<file path="config.mk">
export PLATFORM = sky130hd
export DESIGN_NAME = hub75_line_fetch
export DESIGN_NICKNAME = d
export VERILOG_FILES = /design/src/rtl/hub75_line_fetch.sv
export SDC_FILE = /design/constraint.sdc
export NUM_CORES = 1
export LEC_CHECK = 0
export BUFFER_PORTS_ARGS = -buffer_cell sky130_fd_sc_hd__buf_2
export CAP_MARGIN = 30
export CORE_UTILIZATION = 47
export DETAILED_ROUTE_END_ITERATION = 7
export GPL_ROUTABILITY_DRIVEN = 0
export HOLD_SLACK_MARGIN = 0.08
export PLACE_DENSITY = 0.86
export RECOVER_POWER = 25
export SLEW_MARGIN = 20
export SYNTH_ARGS = -nofsm -noshare
export SYNTH_HDL_FRONTEND = slang
export SYNTH_SLANG_ARGS = --single-unit
export TNS_END_PERCENT = 30
</file>
<file path="constraint.sdc">
create_clock -name clk -period 3.35 [get_ports clk]
set_input_delay 0 -clock clk [delete_from_list [all_inputs] [get_ports clk]]
set_output_delay 0 -clock clk [all_outputs]
set_load 0.01 [all_outputs]
</file>
<file path="src/rtl/hub75_line_fetch.sv">
// Fills one line-buffer half from one framebuffer row, metered through the colormap handshake.
// Optional HUB75_LINE_FETCH_MIRROR_EN adds ctrl_mirror to write columns in reverse order.
module hub75_line_fetch #(
  parameter int LOG_N_ROWS = 5,
  parameter int LOG_N_COLS = 6,
  parameter int BITDEPTH   = 24,
  parameter int N_CHANS    = 3,
  parameter int N_PLANES   = 8
) (
  input  logic                             clk,
  input  logic                             rst,
  input  logic [LOG_N_ROWS-1:0]            ctrl_row,
  input  logic                             ctrl_buf,
  input  logic                             ctrl_go,
`ifdef HUB75_LINE_FETCH_MIRROR_EN
  input  logic                             ctrl_mirror,
`endif
  output logic                             ctrl_rdy,
  output logic                             ctrl_done,
  output logic [LOG_N_ROWS+LOG_N_COLS-1:0] fb_rd_addr,
  output logic                             fb_rd_en,
  input  logic [BITDEPTH-1:0]              fb_rd_data,
  output logic [BITDEPTH-1:0]              cm_in_data,
  output logic [LOG_N_COLS-1:0]            cm_in_user,
  output logic                             cm_in_valid,
  input  logic                             cm_in_ready,
  input  logic [N_CHANS*N_PLANES-1:0]      cm_out_data,
  input  logic [LOG_N_COLS-1:0]            cm_out_user,
  input  logic                             cm_out_valid,
  output logic [LOG_N_COLS:0]              lb_wr_addr,
  output logic [N_CHANS*N_PLANES-1:0]      lb_wr_data,
  output logic                             lb_wr_ena
);

  localparam int N_COLS = 1 << LOG_N_COLS;
  localparam int CW     = LOG_N_COLS + 1;
  localparam int PW     = N_CHANS * N_PLANES;
  localparam int EW     = LOG_N_COLS + BITDEPTH;
  localparam logic [CW-1:0] LAST_COL = CW'(N_COLS - 1);
  localparam logic [CW-1:0] TERM_CNT = CW'(N_COLS);

  typedef enum logic [1:0] {ST_IDLE, ST_FETCH, ST_DRAIN, ST_DONE} state_t;

  state_t                  state_q, state_d;
  logic [LOG_N_ROWS-1:0]   row_q, row_d;
  logic                    buf_q, buf_d;
  logic [CW-1:0]           fetch_cnt_q, fetch_cnt_d;
  logic [CW-1:0]           wr_cnt_q, wr_cnt_d;
  logic                    inflight_q, inflight_d;
  logic [LOG_N_COLS-1:0]   inflight_col_q, inflight_col_d;
  logic [EW-1:0]           mem_q [2];
  logic [EW-1:0]           mem_d [2];
  logic                    wr_ptr_q, wr_ptr_d;
  logic                    rd_ptr_q, rd_ptr_d;
  logic [1:0]              fifo_cnt_q, fifo_cnt_d;
  logic                    lb_ena_q, lb_ena_d;
  logic [LOG_N_COLS:0]     lb_addr_q, lb_addr_d;
  logic [PW-1:0]           lb_data_q, lb_data_d;
`ifdef HUB75_LINE_FETCH_MIRROR_EN
  logic                    mirror_q, mirror_d;
`endif

  logic                    go_acc;
  logic                    credit;
  logic                    rd_issue;
  logic                    push;
  logic                    pop;
  logic                    wr_take;
  logic [LOG_N_COLS-1:0]   wr_col;

  // State register
  always_ff @(posedge clk or posedge rst) begin
    if (rst) state_q <= ST_IDLE;
    else     state_q <= state_d;
  end

  // Next-state logic
  always_comb begin
    state_d = state_q;
    unique case (state_q)
      ST_IDLE:  if (ctrl_go) state_d = ST_FETCH;
      ST_FETCH: if (rd_issue && fetch_cnt_q == LAST_COL) state_d = ST_DRAIN;
      ST_DRAIN: if (wr_cnt_q == TERM_CNT) state_d = ST_DONE;
      ST_DONE:  state_d = ST_IDLE;
      default:  state_d = ST_IDLE;
    endcase
  end

  // Credit counts both queued and in-flight reads so the 2-entry FIFO can never overflow
  always_comb begin
    credit    = (fifo_cnt_q + 2'(inflight_q)) < 2'd2;
    ctrl_rdy  = (state_q == ST_IDLE);
    ctrl_done = (state_q == ST_DONE);
    rd_issue  = (state_q == ST_FETCH) && credit;
    fb_rd_en  = rd_issue;
  end

  always_comb begin
    go_acc         = (state_q == ST_IDLE) && ctrl_go;
    row_d          = go_acc ? ctrl_row : row_q;
    buf_d          = go_acc ? ctrl_buf : buf_q;
    fetch_cnt_d    = fetch_cnt_q;
    if (go_acc)        fetch_cnt_d = '0;
    else if (rd_issue) fetch_cnt_d = fetch_cnt_q + 1'b1;
    inflight_d     = rd_issue;
    inflight_col_d = fetch_cnt_q[LOG_N_COLS-1:0];

    push       = inflight_q;
    pop        = cm_in_valid && cm_in_ready;
    mem_d      = mem_q;
    if (push) mem_d[wr_ptr_q] = {inflight_col_q, fb_rd_data};
    wr_ptr_d   = wr_ptr_q ^ push;
    rd_ptr_d   = rd_ptr_q ^ pop;
    fifo_cnt_d = fifo_cnt_q + 2'(push) - 2'(pop);

`ifdef HUB75_LINE_FETCH_MIRROR_EN
    mirror_d = go_acc ? ctrl_mirror : mirror_q;
    wr_col   = mirror_q ? ~cm_out_user : cm_out_user;
`else
    wr_col   = cm_out_user;
`endif

    wr_take  = cm_out_valid && (state_q == ST_FETCH || state_q == ST_DRAIN);
    wr_cnt_d = wr_cnt_q;
    if (go_acc)       wr_cnt_d = '0;
    else if (wr_take) wr_cnt_d = wr_cnt_q + 1'b1;
    lb_ena_d  = wr_take;
    lb_addr_d = wr_take ? {buf_q, wr_col} : lb_addr_q;
    lb_data_d = wr_take ? cm_out_data : lb_data_q;
  end

  always_ff @(posedge clk or posedge rst) begin
    if (rst) begin
      row_q          <= '0;
      buf_q          <= 1'b0;
      fetch_cnt_q    <= '0;
      wr_cnt_q       <= '0;
      inflight_q     <= 1'b0;
      inflight_col_q <= '0;
      mem_q[0]       <= '0;
      mem_q[1]       <= '0;
      wr_ptr_q       <= 1'b0;
      rd_ptr_q       <= 1'b0;
      fifo_cnt_q     <= '0;
      lb_ena_q       <= 1'b0;
      lb_addr_q      <= '0;
      lb_data_q      <= '0;
`ifdef HUB75_LINE_FETCH_MIRROR_EN
      mirror_q       <= 1'b0;
`endif
    end else begin
      row_q          <= row_d;
      buf_q          <= buf_d;
      fetch_cnt_q    <= fetch_cnt_d;
      wr_cnt_q       <= wr_cnt_d;
      inflight_q     <= inflight_d;
      inflight_col_q <= inflight_col_d;
      mem_q          <= mem_d;
      wr_ptr_q       <= wr_ptr_d;
      rd_ptr_q       <= rd_ptr_d;
      fifo_cnt_q     <= fifo_cnt_d;
      lb_ena_q       <= lb_ena_d;
      lb_addr_q      <= lb_addr_d;
      lb_data_q      <= lb_data_d;
`ifdef HUB75_LINE_FETCH_MIRROR_EN
      mirror_q       <= mirror_d;
`endif
    end
  end

  always_comb begin
    fb_rd_addr  = {row_q, fetch_cnt_q[LOG_N_COLS-1:0]};
    cm_in_valid = (fifo_cnt_q != 2'd0);
    cm_in_data  = mem_q[rd_ptr_q][BITDEPTH-1:0];
    cm_in_user  = mem_q[rd_ptr_q][EW-1:BITDEPTH];
    lb_wr_ena   = lb_ena_q;
    lb_wr_addr  = lb_addr_q;
    lb_wr_data  = lb_data_q;
  end

endmodule

</file>
# [Yosys cells after proc, flatten, opt, wreduce, memory -nomap -nowiden]
# Index checks and enable logic that the tools add are counted.
[classes] addsub=4 mul=0 n_div=0 n_lt_le_gt_ge=4 n_eq_ne=8 shift=0 n_mux=14 n_bitwise=4 n_reduce_logical=12
[op_table] op="$mux W30" n=4
[op_table] op="$bwmux W60" n=1
[op_table] op="$demux W30 S1" n=1
[op_table] op="$mux W7" n=4
[op_table] op="$add A7 B1 Y7 const B" n=2
[op_table] op="$pmux W2 S4" n=1
[op_table] op="$eq A7 B6 Y1 const B" n=1
[op_table] op="$eq A7 B7 Y1 const B" n=1
[op_table] op="$logic_and A1 B1 Y1" n=6
[op_table] op="$mux W2" n=3
[op_table] op="$ne A2 B2 Y1 const B" n=3
[op_table] op="$reduce_bool A2 Y1" n=3
[op_table] op="$eq A2 B2 Y1 const B" n=2
[op_table] op="$ge A2 B2 Y1 const B" n=2
[op_table] op="$not A1 Y2" n=2
[op_table] op="$reduce_and A3 Y1" n=1
[op_table] op="$add A2 B1 Y2" n=1
[op_table] op="$eq A2 B1 Y1 const B" n=1
[op_table] op="$logic_not A2 Y1" n=1
[op_table] op="$lt A2 B1 Y1 const B" n=1
[op_table] op="$lt A2 B2 Y1 const B" n=1
[op_table] op="$sub A2 B1 Y2" n=1
[op_table] op="$xor A1 B1 Y1" n=2
[op_table] op="$logic_or A1 B1 Y1" n=1
[totals] regBits=125 latchBits=0 mem_bits_rw=0 rom_bits=0 input_bits=65 output_inout_bits=77 memories=0

# [Logic depth before layout (Yosys ltp)]
# Gate-level depths: netlist (run 1).
[depth] ltp_word=6 ltp_mapped=8 mapped_depth_nobuf=6

# [Least setup slack after synthesis (run 1)]
# No wires, ideal clock.
[synth_timing] kind="reg-to-reg" from="register inflight_q" to="register state_q[1]" setup_ps=128 arrival_time_ps=1597 path_slack_ps=1625 stages_incl_launch_ff=6 period_less_slack_ps=1725 cell_sequence="dfrtp_1 > ha_1 > xnor2_4 > a41oi_2 > a221oi_2 > mux2_1"
[synth_between] elab_chain_len=6
[synth_lines] element="from (decl)" line_no="49" source="logic inflight_q, inflight_d;"
[synth_lines] element="from (signal assigned)" line_no="156" source="inflight_q <= inflight_d;"
[synth_lines] element="$add A2 B1 Y2" line_no="91" source="credit = (fifo_cnt_q + 2'(inflight_q)) < 2'd2;"
[synth_lines] element="$lt A2 B2 Y1" line_no="91"
[synth_lines] element="$logic_and A1 B1 Y1" line_no="94" source="rd_issue = (state_q == ST_FETCH) && credit;"
[synth_lines] element="$logic_and A1 B1 Y1" line_no="82" source="ST_FETCH: if (rd_issue && fetch_cnt_q == LAST_COL) state_d = ST_DRAIN;"
[synth_lines] element="$ne A2 B2 Y1 (no line)"
[synth_lines] element="$reduce_and A3 Y1 (no line)"
[synth_lines] element="to (signal assigned)" line_no="74" source="else state_q <= state_d;"
[synth_lines] element="to (decl)" line_no="44" source="state_t state_q, state_d;"
# No other way between the ends.
# A chain may end at the register's enable or synchronous reset.

# [Final worst setup path (run 1)]
[layout_timing] from="register state_q[0]" to="register row_q[4]"
[layout_between] elab_chain_len=2
[layout_lines] element="$logic_not A2 Y1" line_no="99" source="go_acc = (state_q == ST_IDLE) && ctrl_go;"
[layout_lines] element="$logic_and A1 B1 Y1" line_no="99"
[layout_lines] element="to (signal assigned)" line_no="152" source="row_q <= row_d;"
[layout_lines] element="to (decl)" line_no="45" source="logic [LOG_N_ROWS-1:0] row_q, row_d;"
# No other way between the ends.

==> qor.csv, run 1 <==
metric,value,unit
status,"finished, violations left",
failing checks,"capacitance limit, slew limit",
CTS H-tree lvls,4,
Worst-Margin Slew,2448,ps
Mapped Avg Cell Area,14.66,sq um
Iter 0 DRT Violations,135,
maximum vdd ir drop,495.4,uV
largest net degree at the start of global routing,72,
yosys warns,0,
Max Used Layer,met4,
Setup TNS,0,ps
first-pass GRT wire length,18320,um
GRT Util Overall,20.88,%
wire length on met3,699,um
CTS tree,done,
Critical Path RT,3740,ps
fin crit share,56.73,%
Area contributors post-synth,"dfrtp_1 (59%), mux2_2 (26%), ha_1 (2.6%)",
crit path time final,1900,ps
leading area contributor after synthesis,dfrtp_1,
core area,0.01089,sq mm
fmax,0.5262,GHz
routed wl met2,5748,um
P per Cell Area,945.0,mW/mm^2
Post-Place Cells,623,
Syn Nets,435,
Crit path arrival time,2290,ps
RSZ-0062 raised after global routing,no,
initial cell density of the core,48.33,%
share of the synthesized area in the top cell type,59.44,%
"Distinct cells, synth",28,
vias in the first global route,3804,
Post-CTS Resized,0,
Routed WL per cell,15.65,um
drt total wl,11270,um
Final HPWL DP,6997,um
Worst slew margin,-64.09,%
final cell count without fillers,720,
clk sinks,125,
register area share after synthesis,59.44,%
initial antenna violation count,0,
# DRC,0,
routed vias,3605,
final setup skew,4.514,ps
root buffer cell,clkbuf_8,
DRT met1 WL,4674,um
Vias/cell,5.007,
Hold WS,259.2,ps
number of port buffers,141,
Clock Tree Buf Depth,2,
Num CTS Buffers,17,
fin nets,643,
post-route ant nets,0,
layout cells sized above 1,48.97,%
Antenna Cells,0,
fin. max-slew vios,55,
fin util,66.86,%
cell leakage power,3.464,nW
cells after synthesis,359,
width of the die,107.8,um
Hold WC Path Type,in -> reg,
post-CTS setup buffers,0,
# setup viols final,0,
Seq cells post-synth,125,
"Reg clk slew, reported paths",60,ps
Area Growth Syn to Fin,38.33,%
CP Class,reg -> reg,
total grt overflow,0,
Worst Setup End Kind,flip-flop,
crit-path max FO,20,
max_cap viols,1,
DIE AREA,0.01162,sq mm
Mapped Area,0.005263,sq mm
clock latency on the worst-skew pair,500,ps
startpoint type of the worst setup path,flip-flop,
hold_buf cts,64,
Die Span Y,107.8,um
top-level I/O count,142,
final hold vios,0,
1st-pass router iterations,4,
Site Rows,38,
routing by layer:
layer  vias up  track usage, %
met5         -               0
met1      1806           24.46
met2       128           36.17
met4         0           7.339
li1       1659               -
met3        12           6.295
cell families (layout without fill, tap and decap cells):
logic type,count (synthesis),in the layout,synth area share [%]
AOI/OAI and AO/OA,7,7,1.165
xor gates and xnor gates,14,14,2.687
adders and majority gates,11,11,2.615
buffers and inverters,35,256,3.043
DFF,125,125,59.44
muxes,128,128,27.39
and+or+nand+nor,39,39,3.662
per-stage QoR:
stage / worst slack, ps / instance area, sq um / total power, mW
final: 1450 / 7279 / 6.879
after global routing: 1144 / 7279 / 7.315
after CTS: 925.1 / 7292 / 6.939
after detailed placement: 1434 / 6085 / 5.131
after global placement: 1533 / 6085 / 4.971
after floorplan: 22.42 / 5263 / 4.268
flip-flops by register name, indices dropped and copies added (netlist names):
register        flops
wr_ptr_q            1
fetch_cnt_q         7
rd_ptr_q            1
lb_wr_ena           1
inflight_col_q      6
row_q               5
inflight_q          1
lb_wr_addr          7
buf_q               1
fifo_cnt_q          2
wr_cnt_q            7
state_q             2
lb_wr_data         24
mem_q              60
worst max-delay path, stage by stage, from the launching register on:
cell	delay [ps]
dfrtp_1	410
inv_1	90
ha_1	240
and2_1	640
mux2_2	400
worst paths after layout:
path / from / endpoint / slack (ps) / cells after the start
worst max-delay path: state_q[0] / row_q[4] / 1450 / 4
worst min-delay path: ctrl_row[1] / row_q[1] / 260 / 3
worst max register to register: state_q[0] / row_q[4] / 1450 / 4
worst min register to register: fetch_cnt_q[5] / inflight_col_q[5] / 460 / 0
max in group asynchronous: rst / inflight_q / 1480 / 4
min in group asynchronous: rst / lb_wr_data[8] / 700 / 3
power breakdown:
group	switching (mW)	internal (mW)
clock	0.636	1.09
combinational	1.18	1.41
sequential	0.385	2.18
cell type report:
class / count / area [sq um]
Fill cell: 772 / 3608
Timing Repair Buffer: 211 / 1385
Multi-Input combinational cell: 199 / 1974
Clock buffer: 21 / 449.2
Sequential cell: 125 / 3128
Inverter: 13 / 50.05
Clock inverter: 11 / 117.6
Tap cell: 140 / 175.2
Yosys cell counts:
cell      instances
buf_4             6
xnor2_1           4
o32a_1            1
mux2_2          123
nand4_1           3
and2_1            5
nor4_1            1
ha_1             11
buf_1             4
nand3_1           6
dfrtp_1         125
or2_2             1
xnor2_4           1
clkbuf_1          7
buf_2             5
xor2_1            9
inv_1            13
or3_1             1
a21oi_1           3
and3_1            3
nor3_1            1
nor2_1           11
nand2b_1          1
a41oi_2           1
a221oi_2          1
mux2_1            5
nand2_1           6
o21ai_0           1
cell usage in the layout, fill, tap and decap left out, drive strengths merged:
cell         count
bufinv           2
a41oi            1
o21ai            1
ha              11
mux2           128
dfrtp          125
and2             5
xnor2            5
and3             3
a21oi            3
nor2            11
inv             12
clkinv           7
nand2b           1
nand2            6
or2              1
clkbuf          42
or3              1
clkinvlp         3
dlygate4sd3     64
a221oi           1
buf            126
xor2             9
o32a             1
nand3            6
nor3             1
nand4            3
nor4             1
Power figures use the tool's default switching activity.
==> run 2: changes to the inputs <==
Clock period 3.35 ns to 1.57 ns, I/O delays scaled along.
==> qor.csv, run 2 (synthesis results as in run 1) <==
metric,value,unit
layout cells sized above 1,47.95,%
final hold vios,0,
Worst slew margin,66.11,%
Site Rows,38,
Worst Path Buf+Inv,3,
fin. max-slew vios,0,
Internal,10.82,mW
vias in the first global route,4033,
core area,0.01089,sq mm
failing checks,setup timing,
crit path to,cm_in_data[4],
clk sinks,125,
largest net degree at the start of global routing,77,
dpl ws,-111.7,ps
initial cell density of the core,48.33,%
WP depth,4,
cell leakage power,3.574,nW
status,"finished, violations left",
first-pass GRT wire length,19210,um
Clk pwr share,22.9,%
Crit path arrival time,1620,ps
fmax,0.6168,GHz
final cell count without fillers,749,
Crit path max-delay family,buffers and inverters,
Worst-Margin Slew,508.4,ps
fin crit share,103.3,%
Final HPWL DP,7183,um
crit path time final,1621,ps
Reg2Reg Depth,5,
Switching Fraction,31.65,%
CP peak stage delay,430,ps
PnR worst setup slack,-51.28,ps
"commonest cells after routing, fill and taps aside","dfrtp_1 (124), mux2_2 (122), buf_2 (86)",
Post-Place Cells,644,
Overall Power,15.82,mW
total grt overflow,0,
cell chain of the critical path,buf_12 -> clkbuf_16 -> mux2_2 -> buf_2,
FF-to-FF setup slack,-30,ps
Worst Setup End Kind,output pin,
# setup viols final,32,
Comb pwr share,42.6,%
clock latency on the worst-skew pair,500,ps
startpoint type of the worst setup path,flip-flop,
initial antenna violation count,0,
number of port buffers,141,
post-route ant nets,0,
1st-pass router iterations,4,
Antenna Cells,0,
fin nets,674,
Critical R2R Capture,state_q[1],
Seq pwr share,34.5,%
CTS H-tree lvls,4,
CP Class,reg -> out,
maximum vdd ir drop,969.8,uV
crit-path max FO,6,
Iter 0 DRT Violations,141,
Vias/cell,5.025,
Clock Tree Buf Depth,2,
CTS tree,done,
DIE AREA,0.01162,sq mm
routed vias,3764,
Die Span Y,107.8,um
max reg flops,60,
"commonest non-fill, non-tap cell in the layout",dfrtp_1,
RSZ-0062 raised after global routing,yes,
Num CTS Buffers,17,
Routed WL per cell,16.33,um
Area Growth Syn to Fin,46.22,%
Top reg by flops,mem_q,
Hold WC Path Type,in -> reg,
width of the die,107.8,um
P_sw,5.008,mW
max_cap viols,0,
GRT Util Overall,22.20,%
Setup TNS,-851.7,ps
final setup skew,8.088,ps
Critical Path Slowest Stage Cell,dfrtp_2,
# fillers,723,
Critical R2R Launch,inflight_q,
Critical Path Start,rd_ptr_q,
Critical Path RT,1570,ps
drt total wl,12230,um
root buffer cell,clkbuf_8,
P per Cell Area,2056,mW/mm^2
"Reg clk slew, reported paths",50,ps
# DRC,0,
top-level I/O count,142,
==> run 2: what timing repair did <==
item / CTS / global route
resized for setup: 15 / 20
setup endpoints to repair: 62 / 62
pin swaps: 4 / 4
setup buffers: 6 / 2
hold buffers: 65 / 0
endpoints found under the hold margin: 218 / 0
gates cloned: 1 / 1
==> run 2: per-stage QoR <==
| stage | util [%] | cell area, sq um | hold WS (ps) |
|---|---|---|---|
| 6_report | 70.67 | 7695 | 252.5 |
| 5_1_grt | 70.67 | 7695 | 232.3 |
| 4_1_cts | 70.00 | 7621 | 219.7 |
| 3_5_place_dp | 57.80 | 6294 | -58.55 |
| 3_3_place_gp | 57.80 | 6294 | -62.32 |
| 2_1_floorplan | - | 5266 | 134.7 |
==> run 2: cell type report <==
cell class / count / area (sq um) / share of cell area (%)
Tap cell: 140 / 175.2 / 2.276
Multi-Input combinational cell: 199 / 2027 / 26.34
Clock buffer: 23 / 456.7 / 5.935
Sequential cell: 125 / 3129 / 40.67
Inverter: 13 / 52.55 / 0.6829
Timing Repair Buffer: 242 / 1764 / 22.93
Clock inverter: 7 / 90.09 / 1.171
==> run 2: layer usage <==
metal / part of all wire [%] / vias to the layer above / track usage, %
met1: 39 / 1886 / 24.46
met3: 6.6 / 23 / 7.143
met2: 52 / 139 / 38.28
li1: - / 1716 / -
met4: 2.0 / 0 / 11.25
met5: 0 / - / 0
==> run 2: worst min-delay path by stage <==
stage	depth (start not counted)	start	endpoint
after floorplan	1	ctrl_buf	buf_q
after global placement	2	rst	inflight_col_q[4]
after detailed placement	2	rst	inflight_col_q[4]
after CTS	3	ctrl_buf	buf_q
after global routing	3	ctrl_row[2]	row_q[2]
final	3	ctrl_row[2]	row_q[2]
==> run 2: power by group through the flow <==
stage	combinational (mW)	sequential, mW	clock (mW)
2_1_floorplan	3.60	5.51	0
3_3_place_gp	5.65	5.29	0
3_5_place_dp	5.87	5.40	0
4_1_cts	6.41	5.39	3.70
5_1_grt	7.26	5.61	3.84
6_report	6.75	5.45	3.62
==> run 2: worst min-delay path: stages <==
cell	delay (ps)
dlygate4sd3_1	510
buf_2	90
mux2_1	110
==> run 3: changes to the inputs <==
Settings changed: CELL_PAD_IN_SITES_DETAIL_PLACEMENT from default to 0, CELL_PAD_IN_SITES_GLOBAL_PLACEMENT from default to 2, CORE_UTILIZATION 47 to 32.
==> qor.csv, run 3 (synthesis results as in run 1) <==
metric,value,unit
status,"finished, violations left",
failing checks,setup timing,
Clock Tree Buf Depth,2,
register area,0.003129,sq mm
# fillers,1389,
GRT Util Overall,15.11,%
Hold WC Path Type,in -> async,
number of port buffers,141,
Vias/cell,4.496,
Worst slew margin,39.65,%
CTS H-tree lvls,4,
Antenna Cells,0,
Critical Path Slowest Stage Cell,dfrtp_1,
final setup skew,5.289,ps
initial cell density of the core,33.01,%
core area,0.01594,sq mm
Hold WS,268.4,ps
fmax,0.6258,GHz
post-route ant nets,0,
# DRC,0,
fin. max-slew vios,0,
Worst-Margin Slew,900.4,ps
routed vias,3727,
drt total wl,12680,um
clk sinks,125,
first-pass GRT wire length,19390,um
final hold vios,0,
RSZ-0062 raised after global routing,yes,
maximum vdd ir drop,1030,uV
crit path time final,1598,ps
Iter 0 DRT Violations,106,
Final HPWL DP,7744,um
max reg flops,60,
initial antenna violation count,0,
Site Rows,46,
"commonest non-fill, non-tap cell in the layout",buf_2,
Routed WL per cell,15.30,um
1st-pass router iterations,4,
Post-Place Cells,723,
cell chain of the critical path,ha_4 -> xnor2_4 -> a41oi_2 -> a221oi_2 -> mux2_1,
clock latency on the worst-skew pair,410,ps
fin util,49.65,%
Worst Setup End Kind,flip-flop,
Top reg by flops,mem_q,
"commonest cells after routing, fill and taps aside","buf_2 (132), dfrtp_1 (124), mux2_2 (113)",
cell leakage power,3.761,nW
fin crit share,101.8,%
Die Span Y,130.2,um
# setup viols final,1,
layout cells sized above 1,55.79,%
final cell count without fillers,829,
max_cap viols,0,
root buffer cell,clkbuf_16,
PnR worst setup slack,-27.92,ps
top-level I/O count,142,
CP peak stage delay,410,ps
vias in the first global route,3984,
Crit path arrival time,1890,ps
Setup TNS,-27.92,ps
fin nets,676,
width of the die,130.2,um
total grt overflow,0,
CTS tree,done,
Critical Path RT,1860,ps
startpoint type of the worst setup path,flip-flop,
DIE AREA,0.01696,sq mm
largest net degree at the start of global routing,34,
"Reg clk slew, reported paths",60,ps
CP Class,reg -> reg,
Area Growth Syn to Fin,50.40,%
P per Cell Area,2060,mW/mm^2
Num CTS Buffers,17,
crit-path max FO,2,
multi-input logic area,0.002054,sq mm
## run 3: changes by cell type in the layout (fill, tap and decap cells not counted), moves of 3 or more
cell | before | now
clkbuf_1 | 53 | 8
clkinv_4 | 0 | 4
buf_2 | 86 | 132
mux2_4 | 1 | 10
mux2_2 | 122 | 113
clkbuf_16 | 17 | 20
buf_6 | 15 | 11
## run 3: per-stage QoR
step	worst slack, ps	cell area [sq um]	power [mW]
5_1_grt	-101.9	7915	17.33
3_5_place_dp	-112.0	6449	11.37
2_1_floorplan	-154.8	5266	9.108
4_1_cts	-36.67	7789	15.86
3_3_place_gp	-57.40	6449	11.12
6_report	-27.92	7915	16.31
## run 3: what timing repair did
item                       in CTS  in global routing
setup buffers                   4                  3
cloned                          1                  3
setup endpoints to repair      34                 39
pin swaps                       2                  6
hold endpoints to repair      197                  0
hold buffers                   64                  0
gates resized for setup        10                 27
## run 3: metal layers
metal	vias to the layer above	global-route usage [%]	share of wire (%)
met5	-	0	0
met4	0	4.036	0.88
met3	13	5.740	6.1
met2	123	27.19	52
met1	1866	16.59	41
li1	1725	-	-
## run 3: worst max-delay path, delay by kind of cell, from the launching register on
kind	cells	cell delay [ps]
flops	1	410
compound gates	2	380
mux	1	350
fa+ha+maj	1	190
xor+xnor	1	150
## run 3: worst paths after layout
| check | startpoint | endpoint | slack, ps | cells past startpoint |
|---|---|---|---|---|
| max in group asynchronous | rst | rd_ptr_q | 320 | 4 |
| worst max register to register | inflight_q | state_q[1] | -30 | 5 |
| worst min register to register | fetch_cnt_q[5] | inflight_col_q[5] | 440 | 0 |
| worst min-delay path | rst | row_q[3] | 270 | 3 |
| min in group clk | ctrl_row[1] | row_q[1] | 340 | 3 |
| worst max-delay path | inflight_q | state_q[1] | -30 | 5 |
## run 3: final cells by class
type	instances	area share (%)
inverter	13	0.6639
timing repair buffer	244	22.81
clock inverter	12	1.723
sequential	125	39.54
clock buffer	20	5.896
multi-input combinational	199	25.96
tap	216	3.414
## run 3: report_power, final
group	internal, mW	switching [mW]
Combinational	4.05	2.93
Clock	2.47	1.46
Sequential	4.65	0.747
